## src/rtl/io_mmio_ctrl_if.sv

```systemverilog
// Bus interface for io_mmio_ctrl: single-cycle MIPS data-bus port in the I/O window.
// Handshake: there is no valid/ready pair. A write takes effect on the clock edge
// where pWrite is high; a read returns pReadData combinationally in the same cycle
// pRead is high, and its side effect (RX FIFO pop) lands on that cycle's clock edge.
interface io_mmio_ctrl_if #(
    parameter int DATA_W = 32
);
    logic              pRead;
    logic              pWrite;
    logic [2:0]        addr;
    logic [DATA_W-1:0] pWriteData;
    logic [DATA_W-1:0] pReadData;

    modport master (
        output pRead, pWrite, addr, pWriteData,
        input  pReadData
    );

    modport slave (
        input  pRead, pWrite, addr, pWriteData,
        output pReadData
    );
endinterface

```

## src/rtl/io_mmio_ctrl.sv

```systemverilog
// Memory-mapped I/O controller: debounced buttons, switch-capture RX FIFO,
// staged LED output and status/control registers.
// Optional feature macro: IO_MMIO_IRQ_EN adds a registered irq output enabled by CTRL bit2.
module io_mmio_ctrl #(
    parameter int SW_W       = 16,
    parameter int LED_W      = 12,
    parameter int DATA_W     = 32,
    parameter int FIFO_DEPTH = 4,
    parameter int DB_CYCLES  = 16
) (
    input  logic             clk,
    input  logic             reset,
    io_mmio_ctrl_if.slave    bus,
    input  logic             buttonL,
    input  logic             buttonR,
    input  logic [SW_W-1:0]  switch,
`ifdef IO_MMIO_IRQ_EN
    output logic             irq,
`endif
    output logic [LED_W-1:0] led
);
    localparam int PTR_W  = (FIFO_DEPTH > 1) ? $clog2(FIFO_DEPTH) : 1;
    localparam int FCNT_W = PTR_W + 1;
    localparam int DBC_W  = (DB_CYCLES > 1) ? $clog2(DB_CYCLES) : 1;
    localparam logic [DBC_W-1:0]  DBC_MAX = DBC_W'(DB_CYCLES - 1);
    localparam logic [FCNT_W-1:0] FULL_CNT = FCNT_W'(FIFO_DEPTH);

    // Index 0 = buttonL (LED commit), index 1 = buttonR (switch capture).
    logic [1:0]        r_btn_s1, r_btn_s2, r_btn_db, r_btn_dq;
    logic [DBC_W-1:0]  r_db_cnt [2];
    logic [SW_W-1:0]   r_sw_s1, r_sw_s2;
    logic [1:0]        w_pulse;

    logic [SW_W-1:0]   r_mem [FIFO_DEPTH];
    logic [PTR_W-1:0]  r_rd_ptr, r_wr_ptr;
    logic [FCNT_W-1:0] r_count;
    logic              r_overflow;

    logic [LED_W-1:0]  r_led_stage, r_led;
    logic              r_led_done;

    logic              w_empty, w_full;
    logic              w_led_wr, w_ctrl_wr, w_flush, w_clr_ovf;
    logic              w_pop, w_push_ok, w_drop;
    logic [DATA_W-1:0] w_rdata;
    logic              w_unused_wdata;

    assign w_empty   = (r_count == '0);
    assign w_full    = (r_count == FULL_CNT);
    assign w_led_wr  = bus.pWrite && (bus.addr == 3'b001);
    assign w_ctrl_wr = bus.pWrite && (bus.addr == 3'b011);
    assign w_flush   = w_ctrl_wr && bus.pWriteData[1];
    assign w_clr_ovf = w_ctrl_wr && bus.pWriteData[0];
    assign w_pop     = bus.pRead && (bus.addr == 3'b010) && !w_empty;
    // Flush swallows any push in the same cycle, so a flushed push never drops/overflows.
    assign w_push_ok = w_pulse[1] && !w_flush && (!w_full || w_pop);
    assign w_drop    = w_pulse[1] && !w_flush && w_full && !w_pop;
    assign w_pulse   = r_btn_db & ~r_btn_dq;
    assign w_unused_wdata = ^bus.pWriteData;

    // Two-flop synchronisers, per-button debounce counters and edge-detect history.
    always_ff @(posedge clk) begin
        if (reset) begin
            r_btn_s1 <= '0;
            r_btn_s2 <= '0;
            r_btn_db <= '0;
            r_btn_dq <= '0;
            r_sw_s1  <= '0;
            r_sw_s2  <= '0;
            for (int i = 0; i < 2; i++) r_db_cnt[i] <= '0;
        end else begin
            r_btn_s1 <= {buttonR, buttonL};
            r_btn_s2 <= r_btn_s1;
            r_btn_dq <= r_btn_db;
            r_sw_s1  <= switch;
            r_sw_s2  <= r_sw_s1;
            for (int i = 0; i < 2; i++) begin
                if (r_btn_s2[i] == r_btn_db[i]) begin
                    r_db_cnt[i] <= '0;
                end else if (r_db_cnt[i] == DBC_MAX) begin
                    r_btn_db[i] <= r_btn_s2[i];
                    r_db_cnt[i] <= '0;
                end else begin
                    r_db_cnt[i] <= r_db_cnt[i] + 1'b1;
                end
            end
        end
    end

    // RX FIFO pointers and occupancy; flush takes priority over push and pop.
    always_ff @(posedge clk) begin
        if (reset || w_flush) begin
            r_rd_ptr <= '0;
            r_wr_ptr <= '0;
            r_count  <= '0;
        end else begin
            if (w_push_ok) r_wr_ptr <= r_wr_ptr + 1'b1;
            if (w_pop)     r_rd_ptr <= r_rd_ptr + 1'b1;
            if (w_push_ok && !w_pop)      r_count <= r_count + 1'b1;
            else if (!w_push_ok && w_pop) r_count <= r_count - 1'b1;
        end
    end

    // RX FIFO storage; contents need no reset since occupancy gates every read.
    always_ff @(posedge clk) begin
        if (!reset && w_push_ok) r_mem[r_wr_ptr] <= r_sw_s2;
    end

    // Sticky overflow: a dropped sample beats a same-cycle clear.
    always_ff @(posedge clk) begin
        if (reset)          r_overflow <= 1'b0;
        else if (w_drop)    r_overflow <= 1'b1;
        else if (w_clr_ovf) r_overflow <= 1'b0;
    end

    // LED staging and commit; a bus write clears led_done even when a commit lands.
    always_ff @(posedge clk) begin
        if (reset) begin
            r_led_stage <= '0;
            r_led       <= '0;
            r_led_done  <= 1'b0;
        end else begin
            if (w_pulse[0]) begin
                r_led      <= r_led_stage;
                r_led_done <= 1'b1;
            end
            if (w_led_wr) begin
                r_led_stage <= bus.pWriteData[LED_W-1:0];
                r_led_done  <= 1'b0;
            end
        end
    end

`ifdef IO_MMIO_IRQ_EN
    logic r_irq_en, r_irq;

    // Interrupt enable from CTRL bit2; irq follows the FIFO/overflow state one cycle late.
    always_ff @(posedge clk) begin
        if (reset) begin
            r_irq_en <= 1'b0;
            r_irq    <= 1'b0;
        end else begin
            if (w_ctrl_wr) r_irq_en <= bus.pWriteData[2];
            r_irq <= r_irq_en && (!w_empty || r_overflow);
        end
    end
    assign irq = r_irq;
`endif

    // Combinational read mux; everything is zero-extended, unmapped or idle reads give 0.
    always_comb begin
        w_rdata = '0;
        if (bus.pRead) begin
            case (bus.addr)
                3'b000: begin
                    w_rdata[0]   = r_led_done;
                    w_rdata[1]   = !w_empty;
                    w_rdata[2]   = w_full;
                    w_rdata[3]   = r_overflow;
                    w_rdata[7:4] = 4'(r_count);
                end
                3'b010:  if (!w_empty) w_rdata[SW_W-1:0] = r_mem[r_rd_ptr];
                3'b100:  w_rdata[SW_W-1:0]  = r_sw_s2;
                3'b101:  w_rdata[LED_W-1:0] = r_led;
                default: w_rdata = '0;
            endcase
        end
    end

    assign bus.pReadData = w_rdata;
    assign led = r_led;
endmodule
```

## src/flat_wrapper.sv

```systemverilog
// flat-port wrapper written by rule: the top's interface ports become plain ports
module io_mmio_ctrl_flat 
#(
    parameter int SW_W       = 16,
    parameter int LED_W      = 12,
    parameter int DATA_W     = 32,
    parameter int FIFO_DEPTH = 4,
    parameter int DB_CYCLES  = 16
)
  (clk, reset, buttonL, buttonR, switch, led, bus_pRead, bus_pWrite, bus_addr, bus_pWriteData, bus_pReadData);
  io_mmio_ctrl_if #(.DATA_W(DATA_W)) bus_i ();
  input  logic clk;
  input  logic reset;
  input  logic buttonL;
  input  logic buttonR;
  input  logic [SW_W-1:0] switch;
  output logic [LED_W-1:0] led;
  input wire logic [$bits(bus_i.pRead)-1:0] bus_pRead;
  input wire logic [$bits(bus_i.pWrite)-1:0] bus_pWrite;
  input wire logic [$bits(bus_i.addr)-1:0] bus_addr;
  input wire logic [$bits(bus_i.pWriteData)-1:0] bus_pWriteData;
  output wire logic [$bits(bus_i.pReadData)-1:0] bus_pReadData;
  assign bus_i.pRead = bus_pRead;
  assign bus_i.pWrite = bus_pWrite;
  assign bus_i.addr = bus_addr;
  assign bus_i.pWriteData = bus_pWriteData;
  assign bus_pReadData = bus_i.pReadData;
  io_mmio_ctrl #(.SW_W(SW_W), .LED_W(LED_W), .DATA_W(DATA_W), .FIFO_DEPTH(FIFO_DEPTH), .DB_CYCLES(DB_CYCLES)) u_core (.clk(clk), .reset(reset), .bus(bus_i), .buttonL(buttonL), .buttonR(buttonR), .switch(switch), .led(led));
endmodule
```

## config.mk

```make
export PLATFORM = sky130hd
export DESIGN_NAME = io_mmio_ctrl_flat
export DESIGN_NICKNAME = d
export VERILOG_FILES = /design/src/rtl/io_mmio_ctrl_if.sv /design/src/rtl/io_mmio_ctrl.sv /design/src/flat_wrapper.sv
export SDC_FILE = /design/constraint.sdc
export NUM_CORES = 1
export LEC_CHECK = 0
export CAP_MARGIN = 20
export CORE_UTILIZATION = 56
export CTS_CLUSTER_DIAMETER = 40
export DETAILED_ROUTE_END_ITERATION = 16
export PLACE_DENSITY = 0.81
export SYNTH_ARGS = -nofsm -noshare
export SYNTH_HDL_FRONTEND = slang
export SYNTH_SLANG_ARGS = --single-unit
```

## constraint.sdc

```tcl
create_clock -name clk -period 4.25 [get_ports clk]
set_clock_uncertainty 0.05 [all_clocks]
set_input_delay 0.425 -clock clk [delete_from_list [all_inputs] [get_ports clk]]
set_output_delay 0.425 -clock clk [all_outputs]
set_load 0.03 [all_outputs]
```

==> run_results.csv, run 1 <==
group,metric,value,unit
sta,setup_violations,0,
synthesis,yosysWarningCount,0,
clocking,cts.sinks,147,
sta,maxSlewHeadroom,0.366,
clocking,cts_tree,"yes",
grt,grt_pass1_vias,3541,
setup_path,end_kind,"primary output",
setup_path,cp_num_cells,5,
power_and_ir_drop,power_density,422,nW/um^2
clocking,insertion_delay,0.53,ns
status,status,"finished, final reports clean",
clocking,post_cts_buffers,0,
floorplan,dieArea,10800,sq um
detailed_routing,drtPass1Iterations,4,
setup_path,rrSetupSlack,1.67,ns
setup_path,critPathSlowestCell,"clkdlybuf4s50_1",
power_and_ir_drop,leakage,2.47,nW
sta,holdWs,0.358,ns
sta,fin_crit_sh,0.771,
floorplan,die_y,104,um
synthesis,avgSynthCellArea,12.9,sq um
detailed_routing,drc,0,
setup_path,worst_ep_arrival_time,2.80,ns
place,hpwl,7320,um
synthesis,syn_area,5800,sq um
power_and_ir_drop,irDropWorstVdd,0.288,mV
sta,clock.fmax,0.305,GHz
sta,setup_tns,0,ns
detailed_routing,wl_per_cell,16.4,um
setup_path,cp_top_family,"buffers and inverters",
floorplan,die_w,104,um
clocking,cts_buffer_depth,2,
synthesis,ys_seq_area_frac,0.632,
place,globalplace.congestion,0.783,
sta,min_period,3.28,ns
grt,grt_max_degree,73,
clocking,clk_pin_slew,0.06,ns
detailed_routing,vias_per_cell,5.31,
clocking,htree_num_levels,4,
layout,syn2layout_area_growth,22.5,%
hold_path,hold_depth,4,
clocking,cts_resized,0,
setup_path,crit_top_cell,"clkdlybuf4s50_1",
sta,rsz0062_at_grt,"no",
floorplan,rows,36,
grt,grt-ovfl-total,0,
clocking,clock-root-buffer,"clkbuf_8",
run,drv_cap,0,
setup_path,cp_num_buf_inv,2,
detailed_routing,ant_nets,0,
sta,tightest_slew,0.949,ns
setup_path,crit_type,"in -> out",
grt,gr-usage-all-layers,0.222,
synthesis,ys_types,44,
layout,drive_gt1_frac,0.133,
place,io_buffers,64,
setup_path,crit_fanout,16,
synthesis,synth_seq_cells,147,
clocking,cts_buffers,17,
detailed_routing,vias,3583,
clocking,ctsHoldBuffers,0,
grt,grt_pass1_wl,17900,um
layout,final_core_util,0.717,
floorplan,start_util,0.585,
floorplan,ioPinCount,101,
hold_path,hold_path.class,"in -> reg",
setup_path,cpPeakStageDelay,0.71,ns
floorplan,core-area,9910,sq um
setup_path,ff2ff_path_depth,9,
setup_path,crit_chain,"clkdlybuf4s50_1 > nand4bb_4 > nor2_2 > o2bb2ai_1 > clkdlybuf4s50_1",
setup_path,cp.required,3.77,ns
grt,antenna_found_initial,0,
layout,antennaDiodeCount,0,
synthesis,syn-instance-count,451,
detailed_routing,drtIter0Drc,239,
setup_path,startpoint_type,"input port",
detailed_routing,routed_wl,11000,um
sta,hold_viol_final,0,
sta,slew_viol_final,0,
layout,nets,594,
[placed cells by master (no fill, tap or decap), drive strengths merged, types with 2 or more instances in the layout]
master	n
nor3	5
edfxtp	72
xnor2	4
a22o	4
and3	2
mux4	16
o2bb2ai	11
nand4bb	2
nor2	19
mux2	6
clkdlybuf4s50	63
a22oi	6
nand3b	2
nor2b	44
conb	24
or3	4
dfxtp	75
clkinvlp	5
clkinv	4
mux2i	12
ha	7
o21ai	9
inv	18
buf	11
clkbuf	17
nand3	5
nand2b	3
nand2	48
xor2	4
a21oi	28
[worst min-delay path, stage by stage]
cell	delay [ns]
buf_2	0.10
o21bai_1	0.11
buf_4	0.20
a21oi_1	0.06
[Yosys cell counts]
cell type,n,area share
dfxtp_1,75,0.26
edfxtp_1,72,0.37
nand2_1,48,0.031
nor2b_1,44,0.047
a21oi_1,28,0.024
buf_4,19,0.025
nor2_1,18,0.012
mux4_2,16,0.062
inv_1,13,0.0084
mux2i_1,12,0.021
o2bb2ai_1,11,0.017
o21ai_0,8,0.0069
clkbuf_1,7,0.0045
ha_1,7,0.015
a22oi_1,6,0.0078
buf_2,6,0.0052
mux2_2,6,0.012
nand3_1,5,0.0043
nor3_1,5,0.0043
a22o_1,4,0.0060
buf_1,4,0.0026
or3_1,4,0.0043
xnor2_1,4,0.0060
xor2_1,4,0.0060
nand2b_1,3,0.0032
and3_1,2,0.0022
conb_1,2,0.0013
nand3b_1,2,0.0026
a21bo_2,1,0.0017
a21boi_0,1,0.0013
and4bb_2,1,0.0022
clkbuf_2,1,0.00086
fa_1,1,0.0035
nand4b_1,1,0.0015
nand4bb_1,1,0.0019
nand4bb_4,1,0.0047
nor2_2,1,0.0011
nor3b_1,1,0.0013
nor4bb_1,1,0.0017
o21ai_1,1,0.00086
o21bai_1,1,0.0013
o31ai_1,1,0.0013
or2_2,1,0.0011
or4_1,1,0.0013
[cell families after synthesis]
| logic type | count (synthesis) | share of synthesized area |
|---|---|---|
| other | 2 | 0.00129 |
| DFF | 147 | 0.632 |
| AOI/OAI and AO/OA | 62 | 0.0679 |
| buffers and inverters | 50 | 0.0462 |
| and+or+nand+nor | 140 | 0.128 |
| adders and majority gates | 8 | 0.0185 |
| xor gates and xnor gates | 8 | 0.0121 |
| muxes | 34 | 0.0945 |
[cell type report]
cell class | count | area (sq um)
multi-input combinational | 276 | 1970
inverter | 13 | 48.8
sequential | 147 | 3660
tap | 133 | 166
fill | 672 | 2800
clock buffer | 17 | 414
timing repair buffer | 74 | 711
clock inverter | 15 | 133
[worst paths after layout]
path | startpoint | end
min | reset | u_core.r_count[2]
max reg2reg | u_core.r_count[0] | u_core.r_count[2]
min reg2reg | u_core.r_btn_s1[1] | u_core.r_btn_s2[1]
max | bus_pRead | bus_pReadData[3]
[flip-flops by register name (all words and copies together) (netlist names), named ones only]
signal and count:
u_core.r_btn_dq 2, u_core.r_btn_db 2, u_core.r_led_stage 12, u_core.r_overflow 1, u_core.r_btn_s2 2, u_core.r_btn_s1 2
u_core.r_db_cnt 8, u_core.r_led_done 1, u_core.led 12, u_core.r_sw_s1 16, u_core.r_rd_ptr 2, u_core.r_wr_ptr 2
u_core.r_mem 64, u_core.r_count 3, u_core.r_sw_s2 16
[stage by stage]
step | cell area, sq um | cells | power [mW] | setup slack [ns]
CTS | 7110 | 675 | 3.01 | 0.955
detailed placement | 6560 | 643 | 1.67 | 1.01
global placement | 6560 | 643 | 1.66 | 1.02
global route | 7110 | 675 | 3.09 | 0.858
finish | 7110 | 675 | 3.00 | 0.972
floorplan | 5880 | 473 | 1.63 | 1.66
[routing by layer]
| metal | wire (um) | vias up | GRT usage |
|---|---|---|---|
| met5 | 0 | - | 0 |
| met4 | 166 | 0 | 0.0949 |
| met3 | 666 | 16 | 0.0623 |
| met2 | 5300 | 119 | 0.341 |
| met1 | 4910 | 1726 | 0.296 |
| li1 | - | 1722 | - |
[where the power goes]
part / total, mW / internal, mW / switching, mW
combinational: 0.122 / 0.0553 / 0.0665
sequential: 1.52 / 1.50 / 0.0138
clock: 1.36 / 0.779 / 0.580
Power figures use the tool's default switching activity.
==> run 2: changes to the inputs <==
--- a/config.mk
+++ b/config.mk
@@ -6,10 +6,10 @@
 export NUM_CORES = 1
 export LEC_CHECK = 0
 export CAP_MARGIN = 20
-export CORE_UTILIZATION = 56
+export CORE_UTILIZATION = 52
 export CTS_CLUSTER_DIAMETER = 40
 export DETAILED_ROUTE_END_ITERATION = 16
-export PLACE_DENSITY = 0.81
+export PLACE_DENSITY = 0.76
 export SYNTH_ARGS = -nofsm -noshare
 export SYNTH_HDL_FRONTEND = slang
 export SYNTH_SLANG_ARGS = --single-unit
==> constraint.sdc (replaced) <==
create_clock -name clk -period 3.3 [get_ports clk]
set_clock_uncertainty 0.05 [all_clocks]
set_input_delay 0.33 -clock clk [delete_from_list [all_inputs] [get_ports clk]]
set_output_delay 0.33 -clock clk [all_outputs]
set_load 0.03 [all_outputs]
==> run_results.csv, run 2 (synthesized netlist as in run 1, its figures left out) <==
group,metric,value,unit
layout,reg.largest.list,"u_core.r_mem (64), u_core.r_sw_s1 (16), u_core.r_sw_s2 (16)",
power_and_ir_drop,power_density,572,nW/um^2
sta,rsz0062_at_grt,"no",
floorplan,core-area,10800,sq um
clocking,cts_resized,0,
grt,grt-ovfl-total,0,
clocking,cts_buffer_depth,2,
clocking,cts_buffers,17,
layout,syn2layout_area_growth,24.9,%
clocking,cts.sinks,147,
setup_path,crit_fanout,19,
setup_path,rrSetupSlack,0.85,ns
sta,holdWs,0.288,ns
setup_path,critPathSlowestCell,"clkdlybuf4s50_1",
sta,min_period,2.85,ns
detailed_routing,drtPass1Iterations,4,
place,placed_area,6610,sq um
power_and_ir_drop,p_switching,0.813,mW
detailed_routing,drtIter0Drc,216,
clocking,insertion_delay,0.52,ns
clocking,clk_pin_slew,0.06,ns
clocking,post_cts_buffers,0,
layout,largest_reg_flops,64,
setup_path,cp_top_family,"buffers and inverters",
layout,layout_commonest_cell,"dfxtp_1",
sta,slew_viol_final,0,
place,globalplace.congestion,0.807,
status,status,"finished, final reports clean",
layout,final_core_util,0.668,
place,hpwl,7420,um
setup_path,crit_top_cell,"clkdlybuf4s50_1",
run,drv_cap,0,
setup_path,startpoint_type,"input port",
grt,antenna_found_initial,0,
sta,timing.final.ws_setup,0.450,ns
setup_path,cp_num_buf_inv,3,
sta,maxSlewHeadroom,0.381,
place,io_buffers,64,
clocking,ctsHoldBuffers,0,
detailed_routing,wl_per_cell,16.7,um
sta,setup_violations,0,
place,post-place-ws,0.393,ns
clocking,clock-root-buffer,"clkbuf_8",
floorplan,dieArea,11600,sq um
setup_path,cp.required,2.92,ns
sta,clock.fmax,0.351,GHz
setup_path,end_kind,"primary output",
grt,grt_pass1_wl,18000,um
power_and_ir_drop,combPwrFrac,0.038,
layout,final_cell_mix,"dfxtp_1, edfxtp_1, nand2_1, clkdlybuf4s50_1, nor2b_1",
setup_path,crit_type,"in -> out",
detailed_routing,vias_per_cell,5.30,
floorplan,die_y,108,um
detailed_routing,routed_wl,11500,um
detailed_routing,ant_nets,0,
clocking,cts_tree,"yes",
detailed_routing,vias,3630,
power_and_ir_drop,irDropWorstVdd,0.344,mV
floorplan,die_w,108,um
floorplan,start_util,0.535,
grt,grt_max_degree,73,
power_and_ir_drop,switching_share,0.196,
clocking,htree_num_levels,4,
grt,grt_pass1_vias,3654,
layout,drive_gt1_frac,0.165,
sta,hold_viol_final,0,
grt,gr-usage-all-layers,0.214,
sta,setup_tns,0,ns
power_and_ir_drop,p_int,3.33,mW
hold_path,hold_path.class,"in -> reg",
layout,finish.instance_area,7240,sq um
floorplan,ioPinCount,101,
setup_path,crit_chain,"clkdlybuf4s50_1 > buf_4 > nor2_1 > nand3_1 > a22oi_1 > clkdlybuf4s50_1",
power_and_ir_drop,leakage,2.58,nW
floorplan,rows,38,
sta,tightest_slew,0.927,ns
detailed_routing,drc,0,
setup_path,worst_ep_arrival_time,2.47,ns
sta,fin_crit_sh,0.864,
layout,nFillCells,764,
power_and_ir_drop,p_seq_frac,0.472,
setup_path,cpPeakStageDelay,0.69,ns
power_and_ir_drop,pwr-share-clk,0.490,
layout,nets,597,
layout,antennaDiodeCount,0,
layout,regMostFlops,"u_core.r_mem",
[run 2: cell types whose count changed in the layout (fill, tap and decap cells not counted), sizes merged]
cell           previous run  this run
clkdlybuf4s50            63        48
buf                      11        29
bufinv                    1         5
clkinv                    4         5
inv                      18        13
clkbuf                   17        18
clkinvlp                  5         4
[run 2: power groups by stage]
| stage | Sequential, mW | Clock [mW] | Combinational (mW) |
|---|---|---|---|
| 3_5_place_dp | 1.99 | 0 | 0.154 |
| 6_report | 1.96 | 2.03 | 0.156 |
| 2_1_floorplan | 1.99 | 0 | 0.106 |
| 4_1_cts | 1.95 | 2.06 | 0.156 |
| 5_1_grt | 1.96 | 2.14 | 0.169 |
| 3_3_place_gp | 1.99 | 0 | 0.152 |
[run 2: area by class of cell]
| type | count | area [sq um] | share of cell area |
|---|---|---|---|
| Tap cell | 140 | 175 | 0.0242 |
| Multi-Input combinational cell | 276 | 1970 | 0.272 |
| Clock inverter | 14 | 210 | 0.0290 |
| Timing Repair Buffer | 77 | 746 | 0.103 |
| Inverter | 13 | 48.8 | 0.00674 |
| Sequential cell | 147 | 3660 | 0.506 |
| Clock buffer | 18 | 428 | 0.0591 |
[run 2: routing by layer]
layer / global-route usage / wire (um) / vias up
met5: 0 / 0 / -
met4: 0.114 / 247 / 0
met3: 0.0593 / 675 / 20
met2: 0.343 / 5830 / 122
met1: 0.262 / 4720 / 1767
li1: - / - / 1721
[run 2: worst min-delay path, cell delays in order]
cell and delay, ns:
buf_2 0.12, o21bai_1 0.11, buf_4 0.18, a21oi_1 0.05
[run 2: through the flow]
step	power (mW)	cells
after floorplan	2.09	473
after global placement	2.14	653
after detailed placement	2.15	653
after CTS	4.17	685
after global routing	4.26	685
final	4.14	685
[run 2: worst paths after layout]
path,startpoint,to,depth (start not counted)
worst max-delay path,bus_addr[0],bus_pReadData[1],6
worst min-delay path,reset,flop,4
worst max register to register,u_core.r_btn_db[1],u_core.r_count[2],9
worst min register to register,u_core.r_btn_s1[0],u_core.r_btn_s2[0],1
